--- src/rtl/dff_bank_arbiter.sv ---
// ---------------------------------------------------------------------------
// dff_bank_arbiter
//
// Shares one bank of DEPTH x Width flip-flop registers between NREQ write
// requesters. A round-robin arbiter picks one requester per transaction and
// uses a Req/Gnt/Ack handshake. The bank also has one registered read port.
// This block is the only writer of the bank.
//
// Transaction timeline (IDLE -> WRITE -> IDLE):
//   edge 1 : winner sampled, Gnt one-hot, address/data latched, Busy=1
//   edge 2 : bank written from the latched values, Ack pulses, Gnt/Busy drop
//
// Ports:
//   CLK      in   clock, rising edge
//   RST      in   asynchronous active-high reset
//   Req      in   [NREQ]        write request per requester
//   Data_in  in   [NREQ*Width]  write data, requester i at [i*Width +: Width]
//   Addr_in  in   [NREQ*AW]     write address, requester i at [i*AW +: AW]
//   Clr      in   synchronous clear of the whole bank
//   Rd_addr  in   [AW]          read address
//   Gnt      out  [NREQ]        registered one-hot grant
//   Ack      out  [NREQ]        one-cycle one-hot write-completion pulse
//   Busy     out  high while the FSM is in WRITE
//   Rd_data  out  [Width]       registered read data
// ---------------------------------------------------------------------------
module dff_bank_arbiter #(
  parameter int Width = 4,
  parameter int NREQ  = 4,
  parameter int DEPTH = 4,
  parameter int AW    = 2
) (
  input  logic                  CLK,
  input  logic                  RST,
  input  logic [NREQ-1:0]       Req,
  input  logic [NREQ*Width-1:0] Data_in,
  input  logic [NREQ*AW-1:0]    Addr_in,
  input  logic                  Clr,
  input  logic [AW-1:0]         Rd_addr,
  output logic [NREQ-1:0]       Gnt,
  output logic [NREQ-1:0]       Ack,
  output logic                  Busy,
  output logic [Width-1:0]      Rd_data
);

  localparam int PW = (NREQ > 1) ? $clog2(NREQ) : 1;

  typedef enum logic {
    IDLE  = 1'b0,
    WRITE = 1'b1
  } state_t;

  state_t            state_reg, state_next;
  logic [NREQ-1:0]   gnt_reg, gnt_next;
  logic [NREQ-1:0]   ack_reg, ack_next;
  logic [PW-1:0]     ptr_reg;
  logic [PW-1:0]     win_reg;
  logic [AW-1:0]     lat_addr_reg;
  logic [Width-1:0]  lat_data_reg;
  logic [Width-1:0]  rd_data_reg;
  logic [Width-1:0]  bank_reg [DEPTH];

  logic [Width-1:0]  req_data [NREQ];
  logic [AW-1:0]     req_addr [NREQ];

  logic              found;
  logic [PW-1:0]     win_idx;
  logic [PW-1:0]     cand;
  logic              capture;
  logic              commit;
  logic [Width-1:0]  rd_mux;

  // Unpack the flat per-requester buses.
  genvar gi;
  generate
    for (gi = 0; gi < NREQ; gi++) begin : g_unpack
      assign req_data[gi] = Data_in[gi*Width +: Width];
      assign req_addr[gi] = Addr_in[gi*AW +: AW];
    end
  endgenerate

  // Round-robin search starting just after the last served requester, so the
  // requester served most recently ends up with the lowest priority.
  always_comb begin
    found   = 1'b0;
    win_idx = ptr_reg;
    cand    = '0;
    for (int k = 1; k <= NREQ; k++) begin
      cand = PW'((int'(ptr_reg) + k) % NREQ);
      if (!found && Req[cand]) begin
        found   = 1'b1;
        win_idx = cand;
      end
    end
  end

  // Next-state and output logic.
  always_comb begin
    state_next = state_reg;
    gnt_next   = '0;
    ack_next   = '0;
    capture    = 1'b0;
    commit     = 1'b0;
    case (state_reg)
      IDLE: begin
        if (found) begin
          gnt_next   = NREQ'(1) << win_idx;
          capture    = 1'b1;
          state_next = WRITE;
        end
      end
      WRITE: begin
        ack_next   = gnt_reg;
        commit     = 1'b1;
        state_next = IDLE;
      end
      default: state_next = IDLE;
    endcase
  end

  always_ff @(posedge CLK or posedge RST) begin
    if (RST) begin
      state_reg    <= IDLE;
      gnt_reg      <= '0;
      ack_reg      <= '0;
      ptr_reg      <= PW'(NREQ - 1);
      win_reg      <= '0;
      lat_addr_reg <= '0;
      lat_data_reg <= '0;
    end else begin
      state_reg <= state_next;
      gnt_reg   <= gnt_next;
      ack_reg   <= ack_next;
      if (capture) begin
        win_reg      <= win_idx;
        lat_addr_reg <= req_addr[win_idx];
        lat_data_reg <= req_data[win_idx];
      end
      if (commit) begin
        ptr_reg <= win_reg;
      end
    end
  end

  // One flop group per register. An out-of-range latched address matches no
  // register, so that write is silently dropped. Clr overrides a same-edge
  // commit.
  generate
    for (gi = 0; gi < DEPTH; gi++) begin : g_bank
      always_ff @(posedge CLK or posedge RST) begin
        if (RST) begin
          bank_reg[gi] <= '0;
        end else if (Clr) begin
          bank_reg[gi] <= '0;
        end else if (commit && (lat_addr_reg == AW'(gi))) begin
          bank_reg[gi] <= lat_data_reg;
        end
      end
    end
  endgenerate

  // Read mux sees the pre-edge bank contents, giving read-before-write and
  // read-before-clear behaviour. Out-of-range addresses return zero.
  always_comb begin
    rd_mux = '0;
    for (int d = 0; d < DEPTH; d++) begin
      if (Rd_addr == AW'(d)) begin
        rd_mux = bank_reg[d];
      end
    end
  end

  always_ff @(posedge CLK or posedge RST) begin
    if (RST) begin
      rd_data_reg <= '0;
    end else begin
      rd_data_reg <= rd_mux;
    end
  end

  assign Gnt     = gnt_reg;
  assign Ack     = ack_reg;
  assign Busy    = (state_reg == WRITE);
  assign Rd_data = rd_data_reg;

endmodule

--- config.mk ---
export PLATFORM = sky130hd
export DESIGN_NAME = dff_bank_arbiter
export DESIGN_NICKNAME = d
export VERILOG_FILES = /design/src/rtl/dff_bank_arbiter.sv
export SDC_FILE = /design/constraint.sdc
export NUM_CORES = 1
export LEC_CHECK = 0
export ABC_CLOCK_PERIOD_IN_PS = 2280
export CORE_ASPECT_RATIO = 1.5
export CORE_MARGIN = 4
export CORE_UTILIZATION = 48
export DETAILED_ROUTE_END_ITERATION = 10
export PLACE_DENSITY = 0.81
export SYNTH_ARGS = -nofsm -noshare
export SYNTH_HDL_FRONTEND = slang
export SYNTH_SLANG_ARGS = --single-unit
export TNS_END_PERCENT = 20
--- constraint.sdc ---
create_clock -name CLK -period 2.28 [get_ports CLK]
set_input_delay 0.456 -clock CLK [delete_from_list [all_inputs] [get_ports CLK]]
set_output_delay 0.456 -clock CLK [all_outputs]
set_load 0.03 [all_outputs]
; Word-level counts from Yosys, hierarchy flattened
; Cells that the tools add are included.
[totals]
register_bits = 39
latch_bits = 0
ram_bits = 0
romBits = 0
output_inout_bits = 13
n_memories = 0
[op_classes]
add_sub_neg = 4
mul = 0
n_div = 0
order_cmp = 5
n_eq_ne = 6
shifts = 1
mux = 41
bitwise = 2
reduce_logical = 16
[op_table]
columns = cell, n
row1 = 2-to-1 mux 4 bit, 17
row2 = "less-than comparator 2 x 3 -> 1 bit, second input constant", 4
row3 = 2-to-1 mux 2 bit, 6
row4 = 2-to-1 mux 1 bit, 11
row5 = binary-select mux 1 bit (select 2 bit), 4
row6 = binary-select mux 4 bit (select 2 bit), 1
row7 = "equality test 2 bit, second input constant", 4
row8 = nonzero test 2 bit, 4
row9 = logical AND 1 bit, 7
row10 = "adder 2 x 1 -> 2 bit, second input constant", 2
row11 = "adder 2 bit, second input constant", 2
row12 = binary-select mux 2 bit (select 2 bit), 1
row13 = "equality test 2 x 1 -> 1 bit, second input constant", 2
row14 = logical NOT 2 bit, 2
row15 = "left shift 1 x 2 -> 4 bit, first input constant", 1
row16 = ">= comparator 3 bit, second input constant", 1
row17 = logical NOT 1 bit, 3
row18 = NOT 2 -> 3 bit, 1
row19 = one-hot mux 1 bit (2 select lines), 1
row20 = NOT 1 bit, 1

; Longest topological paths before layout
[logic_depth]
word_depth = 17
ltp_mapped = 6

; Least setup slack after synthesis
; OpenSTA, ideal clock, no wires.
[synth_timing]
path_type = register to register
from = register ptr_reg[1]
to = register lat_data_reg[0]
arrival_ns = 1.497
t_required_ns = 2.141
path_slack_ns = 0.643
path_stages_with_launch = 6
path_buffers = 1
period_less_slack_ns = 1.637
cell_sequence = dfstp_2 -> mux2i_1 -> o221ai_4 -> buf_8 -> mux2i_1 -> o221ai_1
[synth_via]
elab_chain_cells = 17
elab_cells_between_ends = 32
[synth_rtl]
columns = element, line
row1 = start: declaration, 55  ; logic [PW-1:0] ptr_reg;
row2 = start signal: assignment, 125  ; ptr_reg <= PW'(NREQ - 1);
row3 = start signal: assignment, 139  ; ptr_reg <= win_reg;
row4 = adder 2 x 1 -> 2 bit, 88  ; cand = PW'((int'(ptr_reg) + k) % NREQ);
row5 = binary-select mux 1 bit (select 2 bit), 89  ; if (!found && Req[cand]) begin
row6 = 2-to-1 mux 1 bit (implied by the code), 89
row7 = 2-to-1 mux 1 bit, 89
row8 = logical NOT 1 bit, 89
row9 = logical AND 1 bit, 89
row10 = 2-to-1 mux 1 bit, 89
row11 = logical NOT 1 bit, 89
row12 = logical AND 1 bit, 89
row13 = 2-to-1 mux 1 bit, 89
row14 = logical NOT 1 bit, 89
row15 = logical AND 1 bit, 89
row16 = 2-to-1 mux 2 bit, 89
row17 = NOT 2 -> 3 bit (implied by the code), 136  ; lat_data_reg <= req_data[win_idx];
row18 = binary-select mux 4 bit (select 2 bit), 136
row19 = 2-to-1 mux 4 bit (implied by the code) (2 in a row), 136
row20 = end signal: assignment, 136
row21 = end: declaration, 58  ; logic [Width-1:0] lat_data_reg;
; Several ways; a longest one is shown, not always the timed one. The select of a mux whose other input is x is not followed.
; A chain may end at the register's enable or synchronous reset.

; Worst setup path after layout
[layout_timing]
from = register state_reg (netlist: Busy)
to = output port Busy
[layout_rtl]
columns = element, line
row1 = start: declaration, 52  ; state_t state_reg, state_next;
row2 = start signal: assignment, 130  ; state_reg <= state_next;
row3 = end: declaration, 41  ; output logic Busy,
; No word-level cell between the ends.

==> impl_summary.md <==
Critical path
The largest incremental delay on the critical path is around 0.74 ns. The worst setup path is launched from a register. Among all stages on the critical path, the largest delay is contributed by clkdlybuf4s50_1.

For flop-to-flop paths, the worst setup slack is about 0.6 ns. Traced cell by cell, the critical path runs through clkdlybuf4s50_1. For the worst setup path, the data required time is ~1.8 ns. At the worst endpoint, the arrival time is 1.58 ns.

Of all nets on the critical path, the largest fanout is 14. In this run the critical register-to-register path is captured at lat_data_reg[1]$_DFFE_PP0P_. The count of buffering cells on the critical path with inverters included is 1.

The worst setup path is of the register to output port kind. The critical path's top delay family is buffers and inverters. STA classifies the critical path endpoint as an output port. The origin of the critical flop-to-flop path is ptr_reg[1]$_DFFE_PP1P_. The critical path depth is 1. Measured in cells, the most critical reg-to-reg path has a length of 5.

Synthesis
The post-synthesis register bit count is 39. The number of nets handed over by synthesis was approximately 180. Of the synthesized area, sequential elements account for a little under three fifths.

The mapped netlist covers between 1500 and 2000 um2. Summed over all instances, the cell type with the most area after synthesis is dfrtp_1. Sorting the synthesized cells by area gives the leading types as dfrtp_1 53%, mux2i_1 17%, mux4_2 5.1%, nor2_1 4.3%, nand2_1 3.4%. The Yosys step of the flow raised 0 warnings.

The synthesized netlist contains 22 unique library cells. After technology mapping, the gate count stands at between 100 and 150. The per-instance average area after synthesis is around 12 um2. The area share of the leading cell type in the synthesized netlist is a little over half.

Timing
The accumulated negative setup slack is 0 ns. The final hold violation count came to 0. The clock period minus worst slack is 2.03 ns.

Derived from the worst setup path, the maximum achievable clock frequency is approximately 490 MHz. Setup repair after global routing left no endpoint under its margin. The setup-violating endpoint count in the final report is 0. The headroom to the max-slew limit is between 60% and 70%. The worst-case hold slack is roughly 0.48 ns. The max-slew violation count came to 0. For the final database, setup skew stands at 0.00319 ns.

Of the available clock period, the critical path in the final layout requires about 90%. The slew of the pin with the lowest slew margin is about 0.55 ns.

Cells and area
The flip-flop count of the largest register, all copies and words added is 16. The number of antenna diodes is 0. The area added between synthesis and finish is 32.6%.

The post-route netlist has under 10% of its cells at a drive strength greater than 1. The count of cells in the finished layout, fillers not included, comes to 235. The final net count is approximately 230.

Floorplanning
The horizontal die dimension is around 57 um. Row generation in the floorplan step produced 26 rows. Measured along the y axis, the die boundary spans approximately 82 um.

The area of the die is around 4700 um2. The floorplan step defined a core boundary enclosing ~3500 um2. The starting density of the core is 50.4%. The I/O pin count is 46.

CTS
After clock tree synthesis, the clock-pin slew on the worst setup and hold paths is ~0.06 ns. The total of hold buffers inserted after clock tree synthesis is 0. TritonCTS created 5 clock buffers.

The total of cells resized after clock tree synthesis is 0. At the later pin of the worst-skew pair, clock insertion delay measures between 0.2 and 0.3 ns. The clock tree synthesis step divided the H-tree into 2 levels. The total clock sinks is 39.

TritonCTS built the clock tree. The maximum root-to-sink buffer count is 2. The master cell of the clock root buffer is clkbuf_8.

The number of setup buffers added after CTS is 0.

Power and ir drop
VDD sags by at most just over 700 uV. For this design the static power due to leakage is 1.13 nW. In this run the power density over the cells is 1010 nW/um2.

Flow run
The reported max-cap violation count is 0.

Detailed routing
For this run, design rule violations remaining after detail routing come to 0. The number of iterations in the first detailed-routing pass is 4. The via density per instance is around 5.4. The final antenna-violating net count is 0. The routed layout has 1,279 vias.

The detailed router's first-iteration violation count is 31. The final layout contains routed wiring with a total length of about 3.6 mm. After detailed routing, the average wire length per cell comes to approximately 15 um.

Global routing
The first global-routing pass estimated just over 6 mm of wire. Global routing consumed, over all layers together, 17.3% of the routing resources. The initial antenna violation count is 0. The via count of the first global-routing pass is 1,380. The pin count of the biggest net entering global routing is 40. The final global-route overflow total is 0.

Hold path
The type of the tightest min-delay check is register to register. Counting instances, the worst hold path has a depth of 2. The source of the worst hold timing path is win_reg[1]$_DFFE_PP0P_. The terminating pin of the worst hold path is win_reg[1]$_DFFE_PP0P_.

Placed design
The global placement routability congestion is 0.755. The count of port buffers added during placement is 45. Once placement completed, the tool counted placed cells totaling ~230. The sum of net half-perimeters after detailed placement is approximately 2.8 mm.

Run status
The run finished with clean final reports.
-- final cells by class --
type,count,area [um2]
Sequential cell,39,978
Fill cell,249,1150
Tap cell,42,52.6
Clock buffer,6,72.6
Inverter,5,18.8
Multi-Input combinational cell,96,728
Timing Repair Buffer,47,478
-- cells in the mapped netlist (all sizes together) --
library cell,number
nor3b,1
dfrtp,37
a22oi,1
a31oi,1
inv,5
nor2,20
clkbuf,4
buf,1
o21ai,2
a21oi,2
nor3,1
nand2,16
nand3,2
o221ai,7
a21o,2
nand3b,2
and3,2
dfstp,2
mux2i,29
mux4,4
and2,4
-- cell families after synthesis --
| kind of cell | Yosys count | share of synthesized area [%] |
|---|---|---|
| mux | 33 | 21.7 |
| simple gates | 48 | 12.3 |
| buf+inv | 10 | 2.78 |
| flops | 39 | 55.7 |
| compound gates | 15 | 7.56 |
-- stage by stage --
step	setup slack (ns)	util [%]	instance area (um2)	power, mW
4_1_cts	0.224	66.9	2330	2.36
5_1_grt	0.135	66.9	2330	2.49
6_report	0.245	66.9	2330	2.35
2_1_floorplan	0.643	-	1760	1.64
3_5_place_dp	0.113	64.8	2260	1.95
3_3_place_gp	0.199	64.8	2260	1.90
-- power by group --
part / internal (mW) / switching, mW / leakage, nW
Combinational: 0.438 / 0.449 / 0.577
Sequential: 0.885 / 0.168 / 0.516
Clock: 0.203 / 0.205 / 0.0371
-- worst max-delay path by stage --
stage | start | end | slack [ns]
2_1_floorplan | ptr_reg[1]$_DFFE_PP1P_ | lat_data_reg[0]$_DFFE_PP0P_ | 0.64
3_3_place_gp | Req[3] | lat_data_reg[0]$_DFFE_PP0P_ | 0.20
3_5_place_dp | Req[3] | lat_data_reg[0]$_DFFE_PP0P_ | 0.11
4_1_cts | Busy$_DFF_PP0_ | Busy | 0.22
5_1_grt | Busy$_DFF_PP0_ | Busy | 0.13
6_report | Busy$_DFF_PP0_ | Busy | 0.25
-- per-layer routing --
metal / GRT usage, % / share of wire, %
met5: 0 / 0
met4: 7.66 / 2.1
met3: 4.87 / 5.6
met2: 30.7 / 56
met1: 19.0 / 36
-- layout by cell type (no fill, tap or decap), types with 2 or more instances in the layout --
cell,netlist,final
a21o_1,2,2
a21oi_1,2,2
and2_1,4,4
and3_1,2,2
clkbuf_8,0,5
clkdlybuf4s50_1,0,45
dfrtp_1,37,37
dfstp_2,2,2
inv_1,5,5
mux2i_1,29,29
mux4_2,4,4
nand2_1,16,16
nand3_1,2,2
nand3b_1,2,2
nor2_1,20,20
o21ai_0,2,2
o221ai_1,6,6
(Power assumes the default switching activity.)
